`src/rtl/iomem_pkg.sv`:
```
// Shared bus widths and decode helpers for the iomem peripheral slice.
// Kept tiny so other iomem slaves can reuse the same decode rules.
package iomem_pkg;

  localparam int unsigned AW = 32;
  localparam int unsigned SW = 4;
  localparam int unsigned PW = 16;

  function automatic logic page_hit(
    input logic [AW-1:0] addr,
    input logic [PW-1:0] page
  );
    return addr[AW-1:AW-PW] == page;
  endfunction

  function automatic logic is_write(
    input logic [SW-1:0] wstrb
  );
    return |wstrb;
  endfunction

endpackage

```
`src/rtl/iomem.sv`:
```
// Address decode and one-cycle ready/we/re handshake for a single
// peripheral on the iomem bus; data paths live in the peripheral.
module iomem
  import iomem_pkg::*;
#(
  parameter logic [PW-1:0] ADDR = 16'h6000
) (
  input  logic          ck,
  input  logic          rst,
  input  logic          iomem_valid,
  input  logic [SW-1:0] iomem_wstrb,
  input  logic [AW-1:0] iomem_addr,
  output logic          ready,
  output logic          we,
  output logic          re
);

  logic sel;
  logic req;
  logic ready_d;
  logic we_d;
  logic re_d;
  logic unused_offset;

  // The low half is the peripheral's own offset and plays no part here.
  assign unused_offset = ^iomem_addr[AW-PW-1:0];

  always_comb begin
    sel     = iomem_valid & page_hit(iomem_addr, ADDR);
    // !ready keeps a still-held valid from being acked twice in a row.
    req     = sel & ~ready;
    ready_d = req;
    we_d    = req & is_write(iomem_wstrb);
    re_d    = req & ~is_write(iomem_wstrb);
  end

  always_ff @(posedge ck or negedge rst) begin
    if (!rst) begin
      ready <= 1'b0;
      we    <= 1'b0;
      re    <= 1'b0;
    end else begin
      ready <= ready_d;
      we    <= we_d;
      re    <= re_d;
    end
  end

endmodule

```
`config.mk`:
```
export PLATFORM = sky130hd
export DESIGN_NAME = iomem
export DESIGN_NICKNAME = d
export VERILOG_FILES = /design/src/rtl/iomem_pkg.sv /design/src/rtl/iomem.sv
export SDC_FILE = /design/constraint.sdc
export NUM_CORES = 1
export LEC_CHECK = 0
export CAP_MARGIN = 20
export CELL_PAD_IN_SITES_DETAIL_PLACEMENT = 1
export CELL_PAD_IN_SITES_GLOBAL_PLACEMENT = 2
export CORE_AREA = 2 2 39 41
export CTS_CLUSTER_DIAMETER = 40
export CTS_CLUSTER_SIZE = 25
export DETAILED_ROUTE_END_ITERATION = 10
export DIE_AREA = 0 0 41 43
export DONT_BUFFER_PORTS = 1
export PLACE_DENSITY = 0.44
export SYNTH_ARGS = -nofsm -noshare
export SYNTH_HDL_FRONTEND = slang
export SYNTH_SLANG_ARGS = --single-unit
```
`constraint.sdc`:
```
create_clock -name ck -period 1.5 [get_ports ck]
set_input_delay 0.15 -clock ck [delete_from_list [all_inputs] [get_ports ck]]
set_output_delay 0.15 -clock ck [all_outputs]
set_load 0.05 [all_outputs]
```
# Word-level counts from Yosys, hierarchy flattened
# Index checks and enable logic that the tools add are counted.
totals:
  wordCells: 11
  output_inout_bits: 3
  inputBits: 39
  reg_bits: 3
classes:
  n_eq_ne: 1
  bitwise_logic: 6
  n_reduce_logical: 1
op_table:
  columns: ["op", "count"]
  rows:
  - ["== test 16 x 15 -> 1 bit (second input constant)", 1]
  - ["bitwise AND 1 bit", 4]
  - ["OR reduction 4 bit", 1]
  - ["inverter 1 bit", 2]

# Longest topological paths before layout
depth:
  word_depth: 4
  depth_mapped: 3
  ltp_nobuf: 3

# Worst setup path after synthesis
# No wires, ideal clock.
synth_timing:
  path_type: "register to register"
  startpoint: "reg ready"
  endpoint: "reg we"
  period_less_slack_ns: 1.316
  slack_ns: 0.184
  arrival_time_ns: 1.236
  path_buffers: 0
  t_required_ns: 1.420
  path_stages_with_launch: 4
  setup_ns: 0.080
  path_cell_list: "dfrtp_1 nor4_1 nand4_1 nor3b_2"
synth_between:
  elab_chain_len: 3
synth_lines:
  columns: ["item", "line", "source"]
  rows:
  - ["from (decl)", "iomem.sv:13", "output logic ready,"]
  - ["from (signal assigned)", "iomem.sv:43", "ready <= ready_d;"]
  - ["inverter 1 bit", "iomem.sv:31", "req = sel & ~ready;"]
  - ["bitwise AND 1 bit", "iomem.sv:31", null]
  - ["bitwise AND 1 bit", "iomem.sv:33", "we_d = req & is_write(iomem_wstrb);"]
  - ["named net we_d", "iomem.sv:21", "logic we_d;"]
  - ["to (signal assigned)", "iomem.sv:44", "we <= we_d;"]
  - ["to (decl)", "iomem.sv:14", "output logic we,"]
# The timed path passes the listed nets, and every way through them passes these cells.

# Worst setup path after layout
# Same ends and word-level chain as after synthesis.

==> qor.yml <==
grt_pass1_wl_um: 621
io-pin-count: 42
synth.avg_cell_area_um2: 10.9
nFillCells: 155
layout_setup_ws_ps: 307
num_rows: 14
rsz0062_at_grt: "false"
initial_core_util_pct: 11.0
grt_pass1_vias: 176
htree_levels: 1
swShare_pct: 21.3
worstPathArrival_ps: 1350
core_area_um2: 1380
die_h_um: 43
route.vias.total: 154
netlist_area_um2: 153
area_growth_pct: 41.8
cp.buffers_inverters: 0
wl_per_cell_um: 12.6
final_cell_mix: "nor4_1 (3), clkbuf_4 (3), dfrtp_1 (3), nor2_1 (2)"
synth_cell_types: 9
relSlewSlack_pct: 70.0
timing.fmax_mhz: 838
start_kind: "flop"
clock_sinks: 3
period_minus_slack_ps: 1190
slew_viol_final: 0
fin_skew_ps: 2.07
post-place-ws_ps: 256
peakVddDrop_uv: 113
ant_nets: 0
cts_hold_buf: 1
antenna_found_initial: 0
fin_setup_tns_ps: 0
dieWidth_um: 41
met2_usage_pct: 9.69
gp_congestion: 0.524
p_switching_uw: 50.5
placement.io_buffers: 0
numCtsBuffers: 3
grt_max_degree: 4
end_kind: "flop"
finalCritPeriodShare_pct: 79.6
leakagePower_uw: 0.0000780
seq_power_share_pct: 34.3
cts-root-buf: "clkbuf_4"
grtUsageMet1_pct: 4.43
post-dp-hpwl_um: 387
crit_chain: "nor4_1 > nand4_1 > nor3b_2"
yosysWarnings: 0
grt.total_usage_pct: 5.69
grtUsageMet3_pct: 1.57
ys_ff_latch: 3
power.internal_uw: 187
crit_type: "reg -> reg"
diodes: 0
postCtsSetupRepairBufs: 0
clock_path_buffers: 2
syn-instance-count: 14
drive_above_1_share_pct: 35.0
wl_um: 454
p_clk_share_pct: 61.9
dr.pass1.iters: 1
yosysSeqAreaShare_pct: 49.2
cts_resized: 0
synth_fp_nets: 53
clk_latency_ps: 230
viasPerCell: 4.28
grt_overflow: 0
die_area_um2: 1760
tightest_slew_ps: 451
p_comb_share_pct: 3.8
crit_family: "simple AND/OR/NAND/NOR gates"
path_max_fanout: 3
path_clk_slew_ps: 40
status: "finished clean"
slowest_delay_ps: 370
nets: 60
cts_tree: "yes"
pwr_density_cell_nw_per_um2: 1100
setup_viol: 0
hold_class: "in -> reg"
hold_violations: 0
cp_data_required_time_ps: 1650
drtIter0Drc: 0
grt_busiest_layer: "met2"
drcViolationCount: 0
cp_slowest_cell: "dfrtp_1"
drv_cap: 0
[Yosys cell counts]
master   number  area, um2
dfrtp_1       3       75.1
nand3_1       1       5.00
nand4_1       1       6.26
nor2_1        2       7.51
nor2b_1       1       6.26
nor3_2        1       10.0
nor3b_2       1       12.5
nor4_1        3       18.8
or4_4         1       11.3
[sequential cells by signal, summed over array words and instances (netlist names)]
register  cells
re            1
ready         1
we            1
[kinds of logic (layout without fill, tap and decap cells)]
kind of cell           count (synthesis)  count (layout)  synth area share [%]
DFF                                    3               3                  49.2
buffers and inverters                  0               6                     0
and+or+nand+nor                       11              11                  50.8
[per-stage QoR]
step	power [uW]	area [um2]	instances	hold WS [ps]	utilization, %
CTS	241	216	36	85.2	15.6
global placement	88.1	180	31	-146	13.0
detailed placement	88.4	180	31	-146	13.0
finish	237	216	36	83.9	15.6
global route	254	216	36	93.6	15.6
floorplan	87.5	153	14	-146	-
[path summary, 6_finish.rpt]
kind / start / slack, ps / end / depth (start not counted)
min reg2reg: ready / 660 / re / 3
max reg2reg: ready / 310 / we / 3
max in group asynchronous: rst / 1180 / ready / 1
max: ready / 310 / we / 3
min: iomem_wstrb[2] / 80 / re / 2
min in group asynchronous: rst / 170 / we / 1
[cell type report]
type | instances | area (um2) | share of cell area (%)
Sequential cell | 3 | 75.1 | 34.7
Multi-Input combinational cell | 11 | 77.6 | 35.8
Tap cell | 16 | 20.0 | 9.25
Clock buffer | 4 | 26.3 | 12.1
Timing Repair Buffer | 2 | 17.5 | 8.09
[worst register-to-register path, cell delays in order (launching register included)]
cell and delay (ps):
dfrtp_1 370, nor4_1 310, nand4_1 220, nor3b_2 220
[metal layers]
metal | part of all wire, % | vias up
li1 | - | 66
met1 | 31 | 66
met2 | 53 | 22
met3 | 16 | 0
met4 | 0 | 0
met5 | 0 | -
[power by group through the flow]
stage / logic, uW / clock network, uW / registers (uW)
2_1_floorplan: 5.02 / 0 / 82.4
3_5_place_dp: 5.94 / 0 / 82.4
6_report: 9.08 / 147 / 81.3
5_1_grt: 10.3 / 163 / 81.2
4_1_cts: 9.40 / 150 / 81.3
3_3_place_gp: 5.67 / 0 / 82.4
Note: power is estimated with default switching activity, not from simulation.
